<file path="config.mk">
export PLATFORM = sky130hd
export DESIGN_NAME = ssd1306_spi_tx
export DESIGN_NICKNAME = d
export VERILOG_FILES = /design/src/rtl/ssd1306_spi_tx.sv
export SDC_FILE = /design/constraint.sdc
export NUM_CORES = 1
export LEC_CHECK = 0
export CORE_MARGIN = 2
export CORE_UTILIZATION = 57
export CTS_BUF_LIST = sky130_fd_sc_hd__clkbuf_4
export CTS_CLUSTER_DIAMETER = 50
export DETAILED_ROUTE_END_ITERATION = 12
export GPL_ROUTABILITY_DRIVEN = 0
export GPL_TIMING_DRIVEN = 0
export HOLD_SLACK_MARGIN = 0.1
export PLACE_DENSITY = 0.9
export SLEW_MARGIN = 20
export SYNTH_ARGS = -nofsm -noshare
export SYNTH_HDL_FRONTEND = slang
export SYNTH_SLANG_ARGS = --single-unit
</file>
<file path="constraint.sdc">
create_clock -name clk_in -period 2.2 [get_ports clk_in]
set_input_delay 0.44 -clock clk_in [delete_from_list [all_inputs] [get_ports clk_in]]
set_output_delay 0.44 -clock clk_in [all_outputs]
set_load 0.05 [all_outputs]
</file>
<file path="src/rtl/ssd1306_spi_tx.sv">
// Byte-wide SPI mode-0 transmitter for the SSD1306 OLED: one byte per start/ready
// handshake, MSB first, with chip-select framing closed by the last-byte flag.
module ssd1306_spi_tx #(
    parameter int unsigned CLK_DIV = 2
) (
    input  logic       clk_in,
    input  logic       resetn_in,
    input  logic       start_in,
    input  logic [7:0] data_in,
    input  logic       last_byte_in,
    output logic       ready_out,
    output logic       oled_sclk,
    output logic       oled_sdin,
    output logic       oled_csn
);

    typedef enum logic [2:0] {
        S_IDLE = 3'd0,
        S_LOW  = 3'd1,
        S_HIGH = 3'd2,
        S_END  = 3'd3,
        S_GAP  = 3'd4
    } state_t;

    localparam logic [7:0] DIV_LAST = 8'(CLK_DIV - 1);

    state_t     state_q, state_nxt;
    logic [7:0] div_q, div_nxt;
    logic [2:0] bit_cnt_q, bit_cnt_nxt;
    logic [7:0] shift_q, shift_nxt;
    logic       last_q, last_nxt;
    logic       ready_nxt, sclk_nxt, sdin_nxt, csn_nxt;
    logic       accept;
    logic       phase_done;

    // ready_out is only ever high in IDLE, so it alone qualifies the handshake.
    assign accept     = start_in && ready_out;
    assign phase_done = (div_q == DIV_LAST);

    always_ff @(posedge clk_in or negedge resetn_in) begin
        if (!resetn_in) begin
            state_q   <= S_IDLE;
            div_q     <= 8'd0;
            bit_cnt_q <= 3'd0;
            shift_q   <= 8'd0;
            last_q    <= 1'b0;
            ready_out <= 1'b1;
            oled_sclk <= 1'b0;
            oled_sdin <= 1'b0;
            oled_csn  <= 1'b1;
        end else begin
            state_q   <= state_nxt;
            div_q     <= div_nxt;
            bit_cnt_q <= bit_cnt_nxt;
            shift_q   <= shift_nxt;
            last_q    <= last_nxt;
            ready_out <= ready_nxt;
            oled_sclk <= sclk_nxt;
            oled_sdin <= sdin_nxt;
            oled_csn  <= csn_nxt;
        end
    end

    always_comb begin
        state_nxt = state_q;
        case (state_q)
            S_IDLE: if (accept) state_nxt = S_LOW;
            S_LOW:  if (phase_done) state_nxt = S_HIGH;
            S_HIGH: if (phase_done) state_nxt = (bit_cnt_q == 3'd0) ? S_END : S_LOW;
            S_END: begin
                if (!last_q) state_nxt = S_IDLE;
                else if (phase_done) state_nxt = S_GAP;
            end
            S_GAP:  if (phase_done) state_nxt = S_IDLE;
            default: state_nxt = S_IDLE;
        endcase
    end

    always_comb begin
        bit_cnt_nxt = bit_cnt_q;
        shift_nxt   = shift_q;
        last_nxt    = last_q;
        ready_nxt   = ready_out;
        sclk_nxt    = oled_sclk;
        sdin_nxt    = oled_sdin;
        csn_nxt     = oled_csn;
        // The divider restarts on every phase change so each phase lasts exactly CLK_DIV cycles.
        if ((state_nxt != state_q) || (state_q == S_IDLE)) begin
            div_nxt = 8'd0;
        end else begin
            div_nxt = div_q + 8'd1;
        end
        case (state_q)
            S_IDLE: begin
                if (accept) begin
                    shift_nxt   = data_in;
                    last_nxt    = last_byte_in;
                    ready_nxt   = 1'b0;
                    csn_nxt     = 1'b0;
                    sdin_nxt    = data_in[7];
                    bit_cnt_nxt = 3'd7;
                end
            end
            S_LOW: begin
                if (phase_done) sclk_nxt = 1'b1;
            end
            S_HIGH: begin
                if (phase_done) begin
                    sclk_nxt = 1'b0;
                    if (bit_cnt_q != 3'd0) begin
                        shift_nxt   = {shift_q[6:0], 1'b0};
                        sdin_nxt    = shift_q[6];
                        bit_cnt_nxt = bit_cnt_q - 3'd1;
                    end
                end
            end
            S_END: begin
                if (!last_q) ready_nxt = 1'b1;
                else if (phase_done) csn_nxt = 1'b1;
            end
            S_GAP: begin
                if (phase_done) ready_nxt = 1'b1;
            end
            default: ;
        endcase
    end

endmodule

</file>
After elaboration in Yosys (flattened, before gate mapping)

Index checks and enable logic that the tools add are counted.

Add/subtract/negate cells: 2
Multiply operators: 0
Div/mod/pow operators: 0
Order comparisons: 0
Equality and inequality tests: 14
Shift operators: 0
Muxes and demuxes: 29
Bitwise gates (word level): 0
Reductions and logical operators: 14

Operators with widths:

| kind                                              | count |
|---|---|
| 2-to-1 mux 3 bit                                  | 9 |
| 2-to-1 mux 7 bit                                  | 3 |
| inequality test 2 bit (second input constant)     | 8 |
| one-hot mux 3 bit (5 select lines)                | 1 |
| one-hot mux 7 bit (2 select lines)                | 1 |
| AND reduction 4 bit                               | 3 |
| adder 8 x 1 -> 8 bit (second input constant)      | 1 |
| == test 8 x 1 -> 1 bit (second input constant)    | 1 |
| 2-to-1 mux 1 bit                                  | 8 |
| 2-to-1 mux 8 bit                                  | 1 |
| == test 3 x 2 -> 1 bit (second input constant)    | 2 |
| zero test 3 bit                                   | 2 |
| one-hot mux 1 bit (2 select lines)                | 3 |
| one-hot mux 3 bit (2 select lines)                | 1 |
| nonzero test 2 bit                                | 3 |
| nonzero test 3 bit                                | 2 |
| == test 3 x 1 -> 1 bit (second input constant)    | 1 |
| == test 3 bit (second input constant)             | 1 |
| inequality test 3 bit                             | 1 |
| one-hot mux 1 bit (3 select lines)                | 1 |
| AND reduction 3 bit                               | 1 |
| subtractor 3 x 1 -> 3 bit (second input constant) | 1 |
| 2-to-1 mux 2 bit                                  | 1 |
| AND reduction 2 bit                               | 1 |
| other kinds (2)                                   | 2 |

Flip-flop bits (word level): 26
Latch bits: 0
Memory bits (writable): 0
ROM bits: 0
Input bits: 12
Output and inout bits: 4
Logic and storage cells: 68
Memories kept: 0

Depth between registers and ports, before layout

Word-level depth: 7
Gate-level depth with buffers: 6
Mapped depth without buffers: 6

Worst setup path before layout

Ideal clock, no wire load.

Kind: reg-to-reg
Start point: register ready_out
End point: register oled_sdin
Library setup time: 0.125 ns
Arrival: 1.772 ns
Data required time: 2.075 ns
Setup slack: 0.304 ns
Cell stages (with the launch flop): 5
Buffers on the path: 0
Period minus slack after synthesis: 1.896 ns
Path through: dfstp_2 -> nor4b_4 -> nand2_2 -> a22oi_4 -> mux2_2

Cells in the longest elaborated chain, start to end: 3

Ends and longest elaborated chain:

| item                            | RTL line | source |
|---|---|---|
| start, declared                 | 11       | `output logic ready_out,` |
| start signal, assigned          | 57       | `ready_out <= ready_nxt;` |
| logical AND 1 bit               | 37       | `assign accept = start_in && ready_out;` |
| inequality test 2 bit (no line) | --       |  |
| AND reduction 4 bit (no line)   | --       |  |
| end signal, assigned            | 59       | `oled_sdin <= sdin_nxt;` |
| end, declared                   | 13       | `output logic oled_sdin,` |

Every way passes these cells.
A chain may end at the register's enable or synchronous reset.

Worst setup path in the final report

Start point: register oled_csn
End point: output oled_csn

RTL lines:

| item                   | RTL line | source |
|---|---|---|
| start, declared        | 14       | `output logic oled_csn` |
| start signal, assigned | 60       | `oled_csn <= csn_nxt;` |

No word-level cell between the ends.

==> results.toml <==
[setup_path]
arrival_ps = 1670
reg2reg_depth = 4
required_ps = 1760
cp.buffers_inverters = 1
critPathTopFamily = "buffers and inverters"
cp_cell_sequence = "clkdlybuf4s50_1"
crit_slowest_cell = "clkdlybuf4s50_1"
cp-end-kind = "output pin"
crit_type = "register to output pin"
max_stage_delay_ps = 790
rrSetupSlack_ps = 300
r2r_end = "shift_q[2]$_DFFE_PN0P_"
r2r-start = "ready_out$_DFFE_PN1P_"
start_kind = "register"
cp_max_fo = 2

[synthesis]
synth.cell_area_um2 = 1430
async_flop_share = 1.00
synth_ff_type = "dfrtp_1"
yosysTopAreaCell = "dfrtp_1"
syn_avg_cell_area_um2 = 9.85
synth_top_area_frac = 0.420
yosys_warnings = 0
ys_seq_area_frac = 0.457
synth_area_leaders = "dfrtp_1, nand2_1, mux2_2"
syn_nets = 161
synth_cell_types = 38
ys_ff_latch = 26
synth_edf_count = 0
synthCells = 145

[cells_and_area]
fin_nets = 181
final_common_cell = "nand2_1"
layout_common_cells = "nand2_1, dfrtp_1, clkdlybuf4s50_1"
area_growth_pct = 14.8
n_antenna_cell = 0
num-fill-cells = 190
drive_gt1_frac = 0.152

[floorplanning]
dieWidth_um = 54.1
initial_core_util = 0.587
num_rows = 18
die_h_um = 54.1
num_io_pins = 16
core-area_um2 = 2430
dieArea_um2 = 2920

[run_status]
outcome = "finished clean"

[routing]
via_per_inst = 5.64
ant_nets = 0
wirelength_um = 2610
drt_pass1_iterations = 4
drtIter0Drc = 26
via_count = 1095
drc = 0
avgRoutedWirePerCell_um = 13.4

[clock_network]
htree_num_levels = 1
cts_made_buffers = 3
clock_sinks = 26
holdBufCountCts = 0
cts_buffer_depth = 2
clk_pin_slew_ps = 140
clk-insertion-delay-late_ps = 330
cts_tree = "done"
post_cts_resized = 0
cts_setup_buffers = 0
clockRootBuffer = "clkbuf_4"

[place]
hpwl_um = 1940
port_buffers = 15
pre_cts_ws_ps = 195

[global_route]
grt_max_degree = 27
track_usage = 0.212
antenna_found_initial = 0
grt_pass1_vias = 1086
overflow = 0
grt_pass1_wl_um = 4430

[run]
drv_cap = 0

[power_and_ir_drop]
ir_drop_mv = 1.03
power.total_mw = 1.94
powerDensity_nw_per_um2 = 1180
p_leak_nw = 0.770

[sta]
clock-skew-final_ps = 7.62
setup-tns-final_ps = 0
rsz0062_at_grt = "no"
fin_crit_sh = 0.960
tightest_slew_ps = 564
setup_viol = 0
setup_slack_ps = 88.9
fmax_mhz = 474
period_minus_slack_ps = 2110
slew_viol_final = 0
max_slew_margin = 0.624
finalHoldViolCount = 0

[min_path]
worstHoldPathType = "input pin to async pin"
## cell type report
class | count | area, um^2 | share of cell area
multi-input combinational | 106 | 704 | 0.429
clock buffer | 3 | 22.5 | 0.0137
clock inverter | 1 | 3.75 | 0.00229
tap | 30 | 37.5 | 0.0229
sequential | 26 | 653 | 0.398
timing repair buffer | 15 | 148 | 0.0900
buffer | 6 | 45.0 | 0.0275
inverter | 7 | 26.3 | 0.0160
## flip-flops by register name, indices dropped and copies added (netlist names)
register / count
bit_cnt_q: 3
oled_sclk: 1
state_q: 3
shift_q: 7
last_q: 1
div_q: 8
oled_csn: 1
ready_out: 1
oled_sdin: 1
## stage by stage
| stage | instances | util | cell area [um^2] | hold WS [ps] |
|---|---|---|---|---|
| after floorplan | 145 | - | 1430 | 144 |
| after global placement | 190 | 0.665 | 1620 | 467 |
| after detailed placement | 190 | 0.663 | 1610 | 467 |
| after CTS | 194 | 0.673 | 1640 | 101 |
| after global routing | 194 | 0.674 | 1640 | 118 |
| final | 194 | 0.674 | 1640 | 81.2 |
## layer usage
metal | vias up | part of all wire | track usage
li1 | 535 | - | -
met1 | 525 | 0.44 | 0.243
met2 | 30 | 0.49 | 0.388
met3 | 5 | 0.044 | 0.0278
met4 | 0 | 0.018 | 0.0958
met5 | - | 0 | 0
## cell usage after synthesis (2+ instances only)
library cell	n
dfrtp_1	24
nor2_1	11
ha_1	4
dfstp_2	2
inv_1	7
nor3_1	2
nand4_1	2
nand2_1	25
nand2b_1	2
a31oi_1	2
a21oi_1	6
nor2b_1	4
xor2_1	4
nand3_1	7
buf_2	3
o21ai_0	5
and3_1	4
xnor2_1	3
mux2_2	8
buf_6	2
## kinds of logic after synthesis
| group | after synthesis | synth area share |
|---|---|---|
| flip-flops | 26 | 0.457 |
| AND/OR/NAND/NOR | 65 | 0.242 |
| multiplexers | 9 | 0.0701 |
| XOR/XNOR | 7 | 0.0429 |
| adder cells (fa/ha/maj) | 4 | 0.0350 |
| AO/OA/AOI/OAI | 21 | 0.103 |
| buffers and inverters | 13 | 0.0499 |
## worst max-delay path by stage
| stage | endpoint | slack, ps | depth (start not counted) | start |
|---|---|---|---|---|
| floorplan | oled_sdin$_DFFE_PN0P_ | 300 | 4 | ready_out$_DFFE_PN1P_ |
| detailed placement | shift_q[2]$_DFFE_PN0P_ | 190 | 4 | start_in |
| CTS | ready_out | 20 | 1 | ready_out$_DFFE_PN1P_ |
| finish | oled_csn | 90 | 1 | oled_csn$_DFFE_PN1P_ |
| global placement | shift_q[3]$_DFFE_PN0P_ | 230 | 4 | start_in |
| global route | oled_csn | 50 | 1 | oled_csn$_DFFE_PN1P_ |
## power breakdown
part           leakage [nW]  total (mW)  switching (mW)  internal (mW)
registers             0.323       0.758           0.113          0.645
clock network        0.0154       0.205           0.139         0.0666
logic                 0.432       0.973           0.548          0.424
total                 0.770        1.94           0.799           1.14
No activity file was read; power rests on OpenSTA's default activity.
